<file path="src/rtl/ext_bus_bridge.sv">
// ext_bus_bridge
//   Bridges the CPU valid/ready memory port onto a multiplexed external
//   address/data bus (SRAM, latched peripherals). One 32-bit access runs as
//   NA address phases followed by NB data beats. Each data beat lasts
//   1+WAIT_CYC cycles. Reads are followed by TURN_CYC idle cycles so the pads
//   can turn around.
//
// Parameters
//   BUS_W    external bus width (8, 16 or 32)
//   ADDR_W   address bits driven on the bus (multiple of BUS_W, at most 32)
//   WAIT_CYC extra cycles per data beat (0..15)
//   TURN_CYC idle cycles after a read (0..3)
//
// Ports
//   clk, reset  clock; asynchronous active-high reset
//   valid/ready CPU request (held until ready) / one-cycle completion pulse
//   rw          1=write, 0=read
//   addri       word address
//   be          byte enables (be[i] = byte i)
//   dtw         write data
//   dtr         read data
//   din/dout    bus in from pads / bus out to pads
//   isout       pad output enable
//   ale         per-slice address latch strobes
//   oe, we      read / write strobes
//   lane_en     byte-lane enables for the current beat
//   beat        current beat index
//   wait_n      external wait (only when EXT_WAIT_EN is defined)
//
// Optional feature: define EXT_WAIT_EN to add wait_n. Driving wait_n low on
// the last cycle of a data beat stretches that beat.
module ext_bus_bridge #(
    parameter int unsigned BUS_W    = 16,
    parameter int unsigned ADDR_W   = 32,
    parameter int unsigned WAIT_CYC = 1,
    parameter int unsigned TURN_CYC = 1,
    localparam int unsigned NA = ADDR_W / BUS_W,
    localparam int unsigned NB = 32 / BUS_W,
    localparam int unsigned L  = BUS_W / 8,
    localparam int unsigned BW = (NB > 1) ? $clog2(NB) : 1
) (
    input  logic             clk,
    input  logic             reset,
    input  logic             valid,
    output logic             ready,
    input  logic             rw,
    input  logic [31:0]      addri,
    input  logic [3:0]       be,
    input  logic [31:0]      dtw,
    output logic [31:0]      dtr,
    input  logic [BUS_W-1:0] din,
    output logic [BUS_W-1:0] dout,
    output logic             isout,
    output logic [NA-1:0]    ale,
    output logic             oe,
    output logic             we,
    output logic [L-1:0]     lane_en,
    output logic [BW-1:0]    beat
`ifdef EXT_WAIT_EN
    ,
    input  logic             wait_n
`endif
);

    localparam int unsigned PW    = (NA > 1) ? $clog2(NA) : 1;
    localparam logic [3:0]  WLAST = 4'(WAIT_CYC);
    localparam logic [1:0]  TLAST = 2'(TURN_CYC - 1);

    typedef enum logic [2:0] {StIdle, StAddr, StData, StDone, StTurn} state_t;

    state_t            r_state;
    logic [ADDR_W-1:0] r_addr;
    logic              r_rw;
    logic [3:0]        r_be;
    logic [31:0]       r_dtw;
    logic [PW-1:0]     r_phase;
    logic [BW-1:0]     r_beat;
    logic [3:0]        r_wcnt;
    logic [1:0]        r_tcnt;

    logic              r_ready;
    logic              r_isout;
    logic [NA-1:0]     r_ale;
    logic              r_oe;
    logic              r_we;
    logic [L-1:0]      r_lane_en;
    logic [BUS_W-1:0]  r_dout;
    logic [31:0]       r_dtr;

    logic              w_go;
    logic              w_last;
    logic              w_load_beat;
    logic [PW-1:0]     w_phase_nxt;
    logic [BW-1:0]     w_nb;
    logic [L-1:0]      w_nb_lanes;
    logic [BUS_W-1:0]  w_nb_dout;
    logic [BUS_W-1:0]  w_rd_data;

`ifdef EXT_WAIT_EN
    assign w_go = wait_n;
`else
    assign w_go = 1'b1;
`endif

    assign w_last      = (r_wcnt == WLAST);
    assign w_phase_nxt = r_phase + PW'(1);

    // A new beat starts after the last address phase, or when a non-final beat ends.
    assign w_load_beat = ((r_state == StAddr) && (r_phase == PW'(NA - 1))) ||
                         ((r_state == StData) && w_last && w_go && (r_beat != BW'(NB - 1)));

    always_comb begin
        w_nb       = (r_state == StData) ? r_beat + BW'(1) : '0;
        w_nb_lanes = r_be[w_nb*L +: L];
        w_nb_dout  = r_dtw[w_nb*BUS_W +: BUS_W];
    end

    // Disabled lanes read back as zero.
    always_comb begin
        w_rd_data = '0;
        for (int i = 0; i < int'(L); i++) begin
            if (r_lane_en[i]) begin
                w_rd_data[i*8 +: 8] = din[i*8 +: 8];
            end
        end
    end

    always_ff @(posedge clk or posedge reset) begin
        if (reset) begin
            r_state   <= StIdle;
            r_addr    <= '0;
            r_rw      <= 1'b0;
            r_be      <= '0;
            r_dtw     <= '0;
            r_phase   <= '0;
            r_beat    <= '0;
            r_wcnt    <= '0;
            r_tcnt    <= '0;
            r_ready   <= 1'b0;
            r_isout   <= 1'b0;
            r_ale     <= '0;
            r_oe      <= 1'b0;
            r_we      <= 1'b0;
            r_lane_en <= '0;
            r_dout    <= '0;
            r_dtr     <= '0;
        end else begin
            r_ready <= 1'b0;
            unique case (r_state)
                StIdle: begin
                    if (valid) begin
                        r_state <= StAddr;
                        r_addr  <= addri[ADDR_W-1:0];
                        r_rw    <= rw;
                        r_be    <= be;
                        r_dtw   <= dtw;
                        r_phase <= '0;
                        r_ale   <= NA'(1);
                        r_isout <= 1'b1;
                        r_dout  <= addri[BUS_W-1:0];
                    end
                end
                StAddr: begin
                    if (r_phase == PW'(NA - 1)) begin
                        r_state <= StData;
                        r_ale   <= '0;
                    end else begin
                        r_phase <= w_phase_nxt;
                        r_ale   <= r_ale << 1;
                        r_dout  <= r_addr[w_phase_nxt*BUS_W +: BUS_W];
                    end
                end
                StData: begin
                    if (!w_last) begin
                        r_wcnt <= r_wcnt + 4'd1;
                    end else if (w_go) begin
                        if (!r_rw) begin
                            r_dtr[r_beat*BUS_W +: BUS_W] <= w_rd_data;
                        end
                        if (r_beat == BW'(NB - 1)) begin
                            r_state   <= StDone;
                            r_ready   <= 1'b1;
                            r_isout   <= 1'b0;
                            r_oe      <= 1'b0;
                            r_we      <= 1'b0;
                            r_lane_en <= '0;
                            r_dout    <= '0;
                            r_beat    <= '0;
                        end
                    end
                    // wait_n low on a last cycle: everything holds.
                end
                StDone: begin
                    r_tcnt  <= '0;
                    r_state <= (!r_rw && (TURN_CYC > 0)) ? StTurn : StIdle;
                end
                StTurn: begin
                    if (r_tcnt == TLAST) begin
                        r_state <= StIdle;
                    end else begin
                        r_tcnt <= r_tcnt + 2'd1;
                    end
                end
                default: r_state <= StIdle;
            endcase

            if (w_load_beat) begin
                r_beat    <= w_nb;
                r_wcnt    <= '0;
                r_lane_en <= w_nb_lanes;
                r_isout   <= r_rw;
                r_we      <= r_rw & (|w_nb_lanes);
                r_oe      <= ~r_rw & (|w_nb_lanes);
                r_dout    <= r_rw ? w_nb_dout : '0;
            end
        end
    end

    assign ready   = r_ready;
    assign isout   = r_isout;
    assign ale     = r_ale;
    assign oe      = r_oe;
    assign we      = r_we;
    assign lane_en = r_lane_en;
    assign beat    = r_beat;
    assign dout    = r_dout;
    assign dtr     = r_dtr;

endmodule

</file>
<file path="config.mk">
export PLATFORM = sky130hd
export DESIGN_NAME = ext_bus_bridge
export DESIGN_NICKNAME = d
export VERILOG_FILES = /design/src/rtl/ext_bus_bridge.sv
export SDC_FILE = /design/constraint.sdc
export NUM_CORES = 1
export LEC_CHECK = 0
export BUFFER_PORTS_ARGS = -buffer_cell sky130_fd_sc_hd__buf_2
export CORE_MARGIN = 4
export CORE_UTILIZATION = 54
export DETAILED_ROUTE_END_ITERATION = 7
export MAX_ROUTING_LAYER = met4
export PLACE_DENSITY = 0.86
export SETUP_SLACK_MARGIN = 0.05
export SKIP_LAST_GASP = 1
export SYNTH_ARGS = -nofsm -noshare
export SYNTH_HDL_FRONTEND = slang
export SYNTH_SLANG_ARGS = --single-unit
</file>
<file path="constraint.sdc">
create_clock -name clk -period 5.7 [get_ports clk]
set_input_delay 0.855 -clock clk [delete_from_list [all_inputs] [get_ports clk]]
set_output_delay 0.855 -clock clk [all_outputs]
set_load 0.05 [all_outputs]
</file>
== Yosys cells after proc, flatten, opt, wreduce, memory -nomap -nowiden ==
Cells that the tools add are included.

* $add $sub $neg: 5
* Equality and inequality tests: 16
* Shift-type cells: 5
* Mux-type cells: 47
* Bitwise gates (word level): 4
* Reductions and logical operators: 24

{| class="wikitable"
|+ Operators with widths
! operator !! count
|-
| 16-bit two-way mux || 6
|-
| 32-bit by 6-bit indexed part select with 16-bit output || 2
|-
| 16-bit case mux with 3 select lines || 1
|-
| 5-bit negation with 34-bit output || 1
|-
| 16-bit by 34-bit variable shift with 32-bit output, first input constant || 1
|-
| 16-bit by 34-bit indexed part select with 32-bit output || 1
|-
| 32-bit bitwise mux || 1
|-
| 3-bit two-way mux || 6
|-
| 1-bit two-way mux || 16
|-
| 8-bit two-way mux || 2
|-
| 3-bit case mux with 5 select lines || 1
|-
| 2-bit two-way mux || 7
|-
| 4-bit two-way mux || 3
|-
| 2-bit != test, second input constant || 6
|-
| 3-bit != test, second input constant || 4
|-
| 2-bit AND reduction || 5
|-
| 5-bit AND reduction || 2
|-
| 2-bit nonzero test || 5
|-
| 2-bit case mux with 2 select lines || 2
|-
| 3-bit by 2-bit == test with 1-bit output, second input constant || 2
|-
| 3-bit AND reduction || 2
|-
| 4-bit by 1-bit adder with 4-bit output, second input constant || 1
|-
| 4-bit by 1-bit == test with 1-bit output, second input constant || 1
|-
| 1-bit case mux with 2 select lines || 2
|-
| other kinds (16) || 21
|}

* Register bits: 136
* Bits of input ports: 88
* Output and inout port bits: 57

== Longest topological paths before layout ==
* Depth after elaboration: 6
* Gate-level depth with buffers: 8
* Depth with buffers taken out: 6

== Least setup slack after synthesis ==
OpenSTA, ideal clock, no wires.

* Kind: reg-to-reg
* Start: reg r_beat (netlist: beat)
* End: reg r_dtr[0] (netlist: dtr[0])
* Library setup time: 0.125 ns
* Arrival time: 2.165 ns
* Required time: 5.575 ns
* Setup slack: 3.411 ns
* Cell stages (with the launch flop): 6
* Buffers on the path: 1
* Path through: dfrtp_1 -> nor4b_1 -> nand2_1 -> nor2_2 -> buf_4 -> mux2_2

* Cells in the longest elaborated chain, start to end: 3

{| class="wikitable"
|+ Ends and longest elaborated chain
! item !! RTL line !! RTL
|-
| start: declaration || 77 || <nowiki>logic [BW-1:0] r_beat;</nowiki>
|-
| start signal: assignment || 208 || <nowiki>r_beat <= w_nb;</nowiki>
|-
| 5-bit negation with 34-bit output * || 178 || <nowiki>r_dtr[r_beat*BUS_W +: BUS_W] <= w_rd_data;</nowiki>
|-
| 16-bit by 34-bit indexed part select with 32-bit output or 16-bit by 34-bit variable shift with 32-bit output (tied branches) || 178 ||
|-
| 32-bit bitwise mux * || 178 ||
|-
| end signal: indexed assignment || 178 ||
|-
| end: declaration || 88 || <nowiki>logic [31:0] r_dtr;</nowiki>
|}

Mark *: on every way between the ends. The rest lies on a longest branch, timed or not.
A chain may end at the register's enable or synchronous reset.

== Worst setup path after layout ==
* Start: reg r_state[1]
* End: reg r_dtr[10] (netlist: dtr[10])

* Cells in the longest elaborated chain, start to end: 2

{| class="wikitable"
|+ Ends and longest elaborated chain
! item !! RTL line !! RTL
|-
| start: declaration || 71 || <nowiki>state_t r_state;</nowiki>
|-
| start signal: assignment || 130 || <nowiki>r_state <= StIdle;</nowiki>
|-
| start signal: assignment || 152 || <nowiki>r_state <= StAddr;</nowiki>
|-
| start signal: assignment || 165 || <nowiki>r_state <= StData;</nowiki>
|-
| 3-bit by 2-bit == test with 1-bit output || 149 || <nowiki>unique case (r_state)</nowiki>
|-
| 3-bit AND reduction (no source line) || n/a ||
|}

Every way passes these cells.

==> flow_summary.ini <==
[run_status]
run_status = finished clean

[pwr]
seq_power_share_pct = 34.7
pwr-share-clk_pct = 23.7
power_switching_mw = 1.962
p_per_area_nw_per_um2 = 646.2
p_sw_share_pct = 40.59
ir_drop_mv = 0.3611
p_comb_share_pct = 41.6
power.leakage_nw = 3.550
intPower_mw = 2.872

[drt]
vias = 4492
dr.pass1.iters = 6
avgViaCountPerCell = 5.895
wl_um = 14830
drtIter0Drc = 329
wire_per_inst_um = 19.46
drc = 0
antenna_left = 0

[clock_network]
numCtsBuffers = 17
cts_hold_buf = 0
htreeDepth = 4
cts.sinks = 136
cts-root-buf = clkbuf_8
cts_tree = done
postCtsSetupBuffers = 0
clk_latency_ps = 530
ctsResizeCount = 0
cts_max_path_buffers = 2
cts.clk_slew.worst_paths_ps = 60

[timing]
fin_crit_sh_pct = 49.54
hold_viol = 0
finalClockSkew_ps = 10.17
hold_slack_ps = 397.7
tightest_slew_ps = 1185
slew_viol_final = 0
max_clock_freq_mhz = 354.2
rsz0062_at_grt = no
setup_violations = 0
setup-tns-final_ps = 0
fin_crit_ps = 2824
relSlewSlack_pct = 20.74

[die]
start_util_pct = 55.63
dieWidth_um = 113.9
die-height_um = 113.9
ios = 145
die-area_um2 = 12980
core_area_um2 = 10890
rows = 38

[setup_path]
crit_type = reg2reg
worstReg2RegEnd = dtr[10]$_DFFE_PP0P_
cp_max_fo = 19
slowest_delay_ps = 720
crit_chain = nor4b_1, nand2_1, nor2_2, mux2_2
critical_path.startpoint_type = flip-flop
crit_end = dtr[10]$_DFFE_PP0P_
cp.depth = 4
r2r_slack_ps = 2880
cp.arrival_ps = 3230
r2r_cells = 4
critical-path-top-delay-family = simple AND/OR/NAND/NOR gates
end_kind = flip-flop
crit_path_start = r_state[1]$_DFFE_PP0P_
rr_startpoint = r_state[1]$_DFFE_PP0P_
crit_path_top_delay_cell = nor2_2
crit_buf_inv = 0
worst-endpoint-required_ps = 6100

[grt]
grt_max_degree = 72
grt-ovfl-total = 0
grt_pass1_wl_um = 23740
antenna_found_initial = 0
first_global_vias = 4756
track_usage_pct = 24.16

[finish]
synthToLayoutAreaGrowth_pct = 23.53
num_antenna_cells = 0
post_route_cells_drive_above_1_share_pct = 46.62
fin_area_um2 = 7482
num-nets-final = 701

[synth]
synthAdderAreaFrac_pct = 0.6197
ys_types = 49
synth_enable_flop_cells = 0
synth_top_area_share_pct = 56.19
synth.area.top_cells = dfrtp_1, mux2_2, mux2i_1
synth_top_family_by_area = multiplexers
seq_area_frac_synth_pct = 56.19
synth_nets = 565
ys_ff_latch = 136
synth-async-reset-ratio_pct = 100.0
yosysTopAreaCell = dfrtp_1
synth_compound_area_share_pct = 10.76
synth-simple-area-share_pct = 7.333
synth_area_um2 = 6057
avgSynthCellArea_um2 = 12.78
synth_ff_type = dfrtp_1
yosys_warnings = 0
ys_top_cells_by_count = dfrtp_1, mux2_2, nor2_1
syn_inst = 474
synth_xor_area_share_pct = 0.1446
synth_most_common_cell = dfrtp_1
muxShareOfSynthArea_pct = 21.85

[min_path]
hold_class = in2async

[placement]
dpl-instance-area_um2 = 6862
dp_hpwl_um = 9856
portBuffers = 144
gp_congestion = 0.8588

[job]
cap_violations = 0
power groups by stage:
| stage | clock, mW | sequential, mW | combinational, mW |
|---|---|---|---|
| final | 1.15 | 1.68 | 2.01 |
| after global routing | 1.20 | 1.72 | 2.15 |
| after CTS | 1.15 | 1.67 | 2.01 |
| after detailed placement | 0 | 1.67 | 1.98 |
| after global placement | 0 | 1.65 | 1.91 |
| after floorplan | 0 | 2.05 | 1.11 |
kinds of logic after synthesis:
kind of cell,count (synthesis)
xor+xnor,1
compound gates,93
buf+inv,42
simple gates,82
flops,136
fa+ha+maj,3
mux,117
state kept, by name, indices dropped and copies added (netlist names), 2 cells and up:
| register | flops |
|---|---|
| lane_en | 2 |
| ale | 2 |
| dout | 16 |
| r_wcnt | 4 |
| dtr | 32 |
| r_be | 4 |
| r_dtw | 32 |
| r_state | 3 |
| r_tcnt | 2 |
| r_addr | 32 |
cell type report:
cell class,count,area [µm²]
well taps,140,175.2
clock buffers,18,427.9
clock inverters,13,192.7
fillers,732,3406
multi-input cells,296,2479
repair buffers,150,765.7
inverters,9,38.79
flip-flops and latches,136,3403
layer usage:
layer	global-route usage [%]	routed length, µm	vias up
li1	-	-	2005
met1	30.02	6068	2225
met2	37.65	7135	223
met3	7.215	1268	39
met4	9.184	358	0
met5	-	0	-
layout by cell type (no fill, tap or decap), drive strengths merged, types with 4 or more instances in the layout:
cell    synthesis  final
bufinv          0      4
and2           16     16
a22oi          17     17
nand2           8      8
inv             9     12
dfrtp         136    136
nor2           30     30
mux2i          19     19
buf            10    150
a21oi          21     21
clkbuf         23     18
nand2b          4      4
mux2           98     98
o21ai           5      5
o221ai         16     16
clkinv          0      4
a31oi          16     16
nor3            6      6
nand3           5      5
metrics by stage:
step           utilization, %  instances  setup slack [ps]  total power [mW]
3_5_place_dp            63.02        731              2923             3.651
5_1_grt                 68.72        762              2746             5.071
3_3_place_gp            63.02        731              3059             3.557
6_report                68.72        762              2876             4.835
4_1_cts                 68.72        762              2898             4.832
2_1_floorplan               -        474              1206             3.160
worst min-delay path by stage:
| stage | start | endpoint | slack, ps | cells after the start |
|---|---|---|---|---|
| 4_1_cts | reset | ready$_DFF_PP0_ | 430 | 2 |
| 3_3_place_gp | dtr[31]$_DFFE_PP0P_ | dtr[31]$_DFFE_PP0P_ | 480 | 2 |
| 6_report | reset | ready$_DFF_PP0_ | 400 | 2 |
| 2_1_floorplan | r_addr[30]$_DFFE_PP0P_ | r_addr[30]$_DFFE_PP0P_ | 480 | 1 |
| 5_1_grt | reset | ready$_DFF_PP0_ | 450 | 2 |
| 3_5_place_dp | dtr[28]$_DFFE_PP0P_ | dtr[28]$_DFFE_PP0P_ | 490 | 1 |
(Power assumes the default switching activity.)
